### src/rtl/id_decode_stage.sv
// RV32I decode stage: combinational decode of the fetched word into a single
// output pipeline register with valid/ready backpressure, flush and illegal flag.
module id_decode_stage (
  input  logic        clk,
  input  logic        res_n,
  input  logic        in_valid,
  output logic        in_ready,
  input  logic [31:0] in_instr,
  input  logic [31:0] in_pc,
  input  logic        flush,
  output logic        out_valid,
  input  logic        out_ready,
  output logic [4:0]  rs1_addr,
  output logic [4:0]  rs2_addr,
  output logic        one_src,
  output logic [4:0]  rd_addr,
  output logic        reg_write,
  output logic [31:0] imm,
  output logic [6:0]  opcode,
  output logic [2:0]  funct3,
  output logic        funct7b5,
  output logic [31:0] pc_out,
  output logic        illegal
);

  localparam logic [6:0] OpLui    = 7'b0110111;
  localparam logic [6:0] OpAuipc  = 7'b0010111;
  localparam logic [6:0] OpJal    = 7'b1101111;
  localparam logic [6:0] OpJalr   = 7'b1100111;
  localparam logic [6:0] OpBranch = 7'b1100011;
  localparam logic [6:0] OpLoad   = 7'b0000011;
  localparam logic [6:0] OpStore  = 7'b0100011;
  localparam logic [6:0] OpImm    = 7'b0010011;
  localparam logic [6:0] OpReg    = 7'b0110011;

  logic        use_rs1;
  logic        use_rs2;
  logic        writes_rd;
  logic        dec_illegal;
  logic [31:0] dec_imm;
  logic [4:0]  dec_rs1;
  logic [4:0]  dec_rs2;
  logic [4:0]  dec_rd;
  logic        dec_reg_write;

  logic        valid_q;
  logic [4:0]  rs1_q;
  logic [4:0]  rs2_q;
  logic        one_src_q;
  logic [4:0]  rd_q;
  logic        reg_write_q;
  logic [31:0] imm_q;
  logic [6:0]  opcode_q;
  logic [2:0]  funct3_q;
  logic        funct7b5_q;
  logic [31:0] pc_q;
  logic        illegal_q;

  logic        load;
  logic        valid_d;

  // Every supported opcode ends in 2'b11, so the opcode match also covers instr[1:0].
  always_comb begin
    use_rs1     = 1'b0;
    use_rs2     = 1'b0;
    writes_rd   = 1'b0;
    dec_illegal = 1'b0;
    dec_imm     = 32'h0;
    case (in_instr[6:0])
      OpLui, OpAuipc: begin
        writes_rd = 1'b1;
        dec_imm   = {in_instr[31:12], 12'h000};
      end
      OpJal: begin
        writes_rd = 1'b1;
        dec_imm   = {{11{in_instr[31]}}, in_instr[31], in_instr[19:12], in_instr[20],
                     in_instr[30:21], 1'b0};
      end
      OpJalr, OpLoad, OpImm: begin
        use_rs1   = 1'b1;
        writes_rd = 1'b1;
        dec_imm   = {{20{in_instr[31]}}, in_instr[31:20]};
      end
      OpBranch: begin
        use_rs1 = 1'b1;
        use_rs2 = 1'b1;
        dec_imm = {{19{in_instr[31]}}, in_instr[31], in_instr[7], in_instr[30:25],
                   in_instr[11:8], 1'b0};
      end
      OpStore: begin
        use_rs1 = 1'b1;
        use_rs2 = 1'b1;
        dec_imm = {{20{in_instr[31]}}, in_instr[31:25], in_instr[11:7]};
      end
      OpReg: begin
        use_rs1   = 1'b1;
        use_rs2   = 1'b1;
        writes_rd = 1'b1;
      end
      default: begin
        dec_illegal = 1'b1;
      end
    endcase
  end

  always_comb begin
    dec_rd        = in_instr[11:7];
    dec_rs1       = use_rs1 ? in_instr[19:15] : 5'd0;
    dec_rs2       = use_rs2 ? in_instr[24:20] : 5'd0;
    dec_reg_write = writes_rd & (dec_rd != 5'd0);
  end

  assign in_ready = ~valid_q | out_ready;
  assign load     = in_valid & in_ready & ~flush;

  always_comb begin
    valid_d = valid_q;
    if (flush) begin
      valid_d = 1'b0;
    end else if (load) begin
      valid_d = 1'b1;
    end else if (out_ready) begin
      valid_d = 1'b0;
    end
  end

  always_ff @(posedge clk or negedge res_n) begin
    if (!res_n) begin
      valid_q     <= 1'b0;
      rs1_q       <= 5'd0;
      rs2_q       <= 5'd0;
      one_src_q   <= 1'b0;
      rd_q        <= 5'd0;
      reg_write_q <= 1'b0;
      imm_q       <= 32'h0;
      opcode_q    <= 7'd0;
      funct3_q    <= 3'd0;
      funct7b5_q  <= 1'b0;
      pc_q        <= 32'h0;
      illegal_q   <= 1'b0;
    end else begin
      valid_q <= valid_d;
      if (load) begin
        rs1_q       <= dec_rs1;
        rs2_q       <= dec_rs2;
        one_src_q   <= ~use_rs2;
        rd_q        <= dec_rd;
        reg_write_q <= dec_reg_write;
        imm_q       <= dec_imm;
        opcode_q    <= in_instr[6:0];
        funct3_q    <= in_instr[14:12];
        funct7b5_q  <= in_instr[30];
        pc_q        <= in_pc;
        illegal_q   <= dec_illegal;
      end
    end
  end

  assign out_valid = valid_q;
  assign rs1_addr  = rs1_q;
  assign rs2_addr  = rs2_q;
  assign one_src   = one_src_q;
  assign rd_addr   = rd_q;
  assign reg_write = reg_write_q;
  assign imm       = imm_q;
  assign opcode    = opcode_q;
  assign funct3    = funct3_q;
  assign funct7b5  = funct7b5_q;
  assign pc_out    = pc_q;
  assign illegal   = illegal_q;

endmodule

### config.mk
export PLATFORM = sky130hd
export DESIGN_NAME = id_decode_stage
export DESIGN_NICKNAME = d
export VERILOG_FILES = /design/src/rtl/id_decode_stage.sv
export SDC_FILE = /design/constraint.sdc
export NUM_CORES = 1
export LEC_CHECK = 0
export ABC_AREA = 1
export CORE_ASPECT_RATIO = 1.75
export CORE_MARGIN = 4
export CORE_UTILIZATION = 40
export CTS_CLUSTER_DIAMETER = 30
export DETAILED_ROUTE_END_ITERATION = 10
export GPL_ROUTABILITY_DRIVEN = 0
export HOLD_SLACK_MARGIN = 0.05
export PLACE_DENSITY = 0.75
export SYNTH_ARGS = -nofsm -noshare
export SYNTH_HDL_FRONTEND = slang
export SYNTH_SLANG_ARGS = --single-unit
### constraint.sdc
create_clock -name clk -period 1.5 [get_ports clk]
set_input_delay 0.3 -clock clk [delete_from_list [all_inputs] [get_ports clk]]
set_output_delay 0.3 -clock clk [all_outputs]
set_load 0.01 [all_outputs]
Word level (Yosys, flattened, before mapping). Cells that the tools add are included.

ROM bits: 0. Input bits: 69. Flip-flop bits (word level): 94. Bits in writable memories: 0. Memories kept: 0. Bits in latches: 0. Output and inout port bits: 95. Logic and storage cells: 46.

Div/mod/pow operators: 0. Multiplexer cells: 10. Equal/unequal tests: 9. Multiply operators: 0. Bitwise operators: 7. $add $sub $neg: 0. Shift-type cells: 0. Magnitude comparators: 0. Reduce and logical (&&, ||, !) cells: 8.

Operators with widths (count): one-hot mux 32 bit (5 select lines) (1); equality test 7 x 6 -> 1 bit, second input constant (3); equality test 7 bit, second input constant (3); equality test 7 x 5 -> 1 bit, second input constant (2); 2-to-1 mux 5 bit (2); OR reduction 9 bit (1); equality test 7 x 2 -> 1 bit, second input constant (1); 2-to-1 mux 1 bit (7); OR reduction 7 bit (1); OR reduction 3 bit (2); OR reduction 6 bit (1); nonzero test 5 bit (1); bitwise AND 1 bit (3); inverter 1 bit (3); nonzero test 3 bit (1); OR reduction 2 bit (1); bitwise OR 1 bit (1).

Depth between registers and ports, before layout.
Word-level depth: 6. Gate-level depth with buffers: 11. Depth with buffers taken out: 11.

Worst setup path before layout. No wires, ideal clock.

Path kind: flip-flop to flip-flop. From: register valid_q (netlist: out_valid). To: register imm_q[20] (netlist: imm[20]). Arrival time: 1.158 ns. Path slack: 0.213 ns. Stages on the path, launching flop included: 8. Data required time: 1.371 ns. Clock period less this slack: 1.287 ns. Setup time: 0.129 ns. Buffers on the path: 1. Cells stage by stage: dfrtp_1 > inv_1 > nor2_1 > inv_1 > nand2_1 > clkbuf_1 > a22oi_1 > o21ai_2.

Cells in the longest elaborated chain, start to end: 4.

Ends and longest elaborated chain: start: declaration (RTL line 46) `logic valid_q;`; start signal: assignment (RTL line 142) `valid_q <= valid_d;`; inverter 1 bit (RTL line 113) `assign in_ready = ~valid_q | out_ready;`; bitwise OR 1 bit (RTL line 113); net in_ready (RTL line 7) `output logic in_ready,`; bitwise AND 1 bit (2 in series) (RTL line 114) `assign load = in_valid & in_ready & ~flush;`; end signal: assignment (RTL line 149) `imm_q <= dec_imm;`; end: declaration (RTL line 52) `logic [31:0] imm_q;`.

The timed path passes the listed nets, and every way through them passes these cells. A chain may end at the register's enable or synchronous reset.

Worst setup path in the final report.
From: input in_instr[1]. To: register reg_write_q (netlist: reg_write).

Cells in the longest elaborated chain, start to end: 4. Elaborated cells between the ends (all ways): 10. Those cells by class: eq/ne: 7; mux: 1; bitwise: 1; reduce/logical: 1.

Ends and longest elaborated chain: start: declaration (RTL line 8) `input logic [31:0] in_instr,`; equality test 7 bit (tied with other cells) (RTL line 69) `case (in_instr[6:0])`; OR reduction 7 bit (no source line) (*); 2-to-1 mux 1 bit (*) (RTL line 69); bitwise AND 1 bit (*) (RTL line 110) `dec_reg_write = writes_rd & (dec_rd != 5'd0);`; end signal: assignment (RTL line 148) `reg_write_q <= dec_reg_write;`; end: declaration (RTL line 51) `logic reg_write_q;`.

Mark *: on every way between the ends. The rest lies on a longest branch, timed or not.

==> metrics.md <==
| Metric | Value |
|---|---|
| Initial standard-cell utilization of the core | 41.28% |
| Pin count of the biggest net entering global routing | 51 |
| Number of synthesized register bits | 94 |
| Critical Path, Cell by Cell | clkdlybuf4s50_1, nand2_2, inv_2, nand2_1, inv_1, nand3_2, buf_4, nand2_1, nand2_1, nand2_1 |
| Filler-free cell count of the finished design | around 810 |
| Kind of end point of the critical path | flop |
| Net switching fraction of the power | 25.66% |
| Ys async rst share | between 90% and 100% |
| Crit-path max FO | 3 |
| Clock transition at the register clock pins on the worst setup and hold paths after CTS | 0.06 ns |
| Pwr/cell area | 1042 nW/um2 |
| Vias per cell | 4.733 |
| Power spent charging and discharging nets | 1.686 mW |
| Prevailing post-synth register cell | dfrtp_1 |
| P_int | 4.884 mW |
| Status | complete, no violations |
| Post-Synthesis Mean Instance Area | about 8.3 um2 |
| Number of port buffers | roughly 160 |
| CP Data Arrival Time | 1.69 ns |
| Hold wc startpoint | in_instr[3] |
| Initial DRC count | 210 |
| Routed WL | 11920 um |
| Startpoint type of the worst setup path | input port |
| Leakage power of the design | between 3 and 4 nW |
| Most common cell type on the critical path | nand2_1 |
| Total die area | 11970 um2 |
| Required time reported for the critical path endpoint | 1.78 ns |
| Total number of H-tree levels | 3 |
| Buffer and inverter count on the worst path | 4 |
| Number of antenna violations at the first check in global routing | 0 |
| Number of routed nets with antenna violations | 0 |
| Cell variety after synth | 28 |
| Clock latency at the later pin of the worst-skew pair | 0.34 ns |
| Std cell rows | 48 |
| DP Area | 6021 um2 |
| Slowest stage cell on the critical path | clkdlybuf4s50_1 |
| Total number of vias | 3810 |
| Source of the critical timing path | in_instr[1] |
| Classification of the worst setup path | input port to flop |
| Number of instances in the synthesized netlist | 492 |
| Setup repair after global routing missed its margin | true |
| Post-Synthesis Net Count | 561 |
| Share of the yosys chip area belonging to registers | between 50% and 60% |
| Number of synthesis warnings | 0 |
| Fin. Hold Viols | 0 |
| Layout area overhead | 54.21% |
| Final core area utilization | about 64% |
| Ant. Diodes | 0 |
| Net count, final | 744 |
| Detailed-routing iteration count for the pre-antenna-repair pass | 4 |
| Fin Clk Skew | 0.004399 ns |
| Transition at the pin with the smallest max-transition slack | 0.4059 ns |
| CTS tree | done |
| I/O pin count | 164 |
| Routed wirelength normalized by instance count | 14.81 um |
| Number of enable flip-flop cells after synthesis | 0 |
| # placed instances | 788 |
| DP Wirelength | 9062 um |
| Chip Height | 141.8 um |
| Final TNS setup | 0 ns |
| Global routing usage summed across all routing layers | 20.36% |
| Post-CTS Setup Repair Bufs | 0 |
| Max transition margin | 72.86% |
| Max Cap Violations | 0 |
| Share of the clock period used by the worst path | between 90% and 100% |
| Mapped cell area | roughly 4000 um2 |
| First-pass GRT wire length | between 15000 and 20000 um |
| Total clock sinks | 94 |
| Clock share of power | 38.2% |
| Post-layout min period | 1.407 ns |
| Final cell area excluding filler cells | 6307 um2 |
| Core area | 9910 um2 |
| Top Family by Delay on Critical Path | buffers and inverters |
| Root Buffer | clkbuf_16 |
| Total congestion overflow after global routing | 0 |
| Relative contribution of combinational cells to total power | 17.8% |
| Worst stage delay on the critical path | about 0.50 ns |
| Pins over their slew limit | 0 |
| Startpoint of the worst register-to-register path | out_valid$_DFFE_PN0P_ |
| Residual DRC count | 0 |
| Max frequency | 0.7109 GHz |
| CTS Buffer Depth | 2 |
| Layout cell share with drive strength beyond 1 | 12.35% |
| Via count of the first global-routing pass | just under 4000 |
| Clock buffer count from CTS | 9 |
| Sequential share of power | 44.1% |
| Final setup violating endpoints | 0 |
| Die boundary width | about 84 um |
| Path category of the worst min-delay check | input port to flop |
| Worst vdd ir | approximately 0.74 mV |
==> metal layers <==
layer / GRT usage (%) / routed length, um / vias to the layer above
met1: 22.22 / 4396 / 1769
met5: 0 / 0 / -
met4: 11.26 / 549 / 0
met2: 36.14 / 6296 / 134
li1: - / - / 1874
met3: 4.532 / 679 / 33
==> cell usage in the layout, fill, tap and decap left out, types with 9 or more instances in the layout <==
| cell | count |
|---|---|
| buf_4 | 25 |
| clkbuf_16 | 9 |
| clkdlybuf4s50_1 | 64 |
| dfrtp_1 | 94 |
| dlygate4sd2_1 | 94 |
| inv_1 | 9 |
| nand2_1 | 293 |
| nand2_2 | 15 |
| nand3_1 | 18 |
==> final cells by class <==
| class | count | area (um2) |
|---|---|---|
| Multi-Input combinational cell | 362 | 1597 |
| Tap cell | 125 | 156.4 |
| Sequential cell | 94 | 2352 |
| Inverter | 14 | 52.55 |
| Clock inverter | 5 | 81.33 |
| Clock buffer | 11 | 252.7 |
| Fill cell | 871 | 3602 |
| Timing Repair Buffer | 194 | 1815 |
==> path summary, 6_finish.rpt <==
| check | end | slack, ns | cells past startpoint |
|---|---|---|---|
| max | reg_write$_DFFE_PN0P_ | 0.09 | 10 |
| max in group asynchronous | imm[20]$_DFFE_PN0P_ | 0.50 | 3 |
| min | opcode[3]$_DFFE_PN0P_ | 0.37 | 3 |
| min reg2reg | imm[25]$_DFFE_PN0P_ | 0.47 | 2 |
| min in group asynchronous | opcode[0]$_DFFE_PN0P_ | 0.42 | 2 |
| max reg2reg | imm[9]$_DFFE_PN0P_ | 0.19 | 8 |
==> power groups by stage <==
stage,combinational (mW),sequential [mW],clock (mW)
6_report,1.17,2.89,2.51
5_1_grt,1.28,2.93,2.64
4_1_cts,1.18,2.90,2.55
3_5_place_dp,1.34,2.94,0
3_3_place_gp,1.32,2.94,0
2_1_floorplan,0.331,3.05,0
==> repair_timing <==
item	CTS	global route
hold buffers	1	0
pin swaps	0	1
setup endpoints to repair	95	47
resized for setup	96	18
cloned	0	0
endpoints found under the hold margin	24	0
==> state kept, by name (all words and copies together) (netlist names) <==
name and flops:
rs2_addr 5, one_src 1, illegal 1, reg_write 1, imm 32, funct7b5 1
rd_addr 5, pc_out 32, out_valid 1, rs1_addr 5, funct3 3, opcode 7
==> through the flow <==
stage / hold WS (ns) / setup WS, ns / power (mW)
after global placement: 0.2300 / -0.2774 / 4.257
after floorplan: 0.004409 / 0.2134 / 3.385
after CTS: 0.4254 / 0.01923 / 6.624
after global routing: 0.3747 / -0.001139 / 6.844
after detailed placement: 0.2348 / -0.3142 / 4.282
final: 0.3654 / 0.09333 / 6.570
==> worst register-to-register path: cells and delay by family, from the launching register on <==
kind / cells / cell delay (ns)
buf+inv: 4 / 0.52
flops: 1 / 0.37
simple gates: 4 / 0.36
==> cell usage after synthesis, types with 2 or more instances <==
cell type	count	area, um2
buf_2	13	65.06
buf_4	2	15.01
clkbuf_1	3	11.26
clkbuf_8	2	27.53
dfrtp_1	94	2352
inv_1	11	41.29
inv_2	3	11.26
nand2_1	297	1115
nand2_2	14	87.58
nand3_1	19	95.09
nand3_2	2	20.02
nand4_1	3	18.77
nor2_1	8	30.03
nor2_4	2	22.52
o21ai_0	6	30.03
==> cell families (layout without fill, tap and decap cells) <==
group           after synthesis  in the layout  share of synthesized area (%)
simple gates                350            350                          35.49
flops                        94             94                          57.51
buf+inv                      36            224                          4.956
compound gates               12             12                          2.050
No activity file was read; power rests on OpenSTA's default activity.
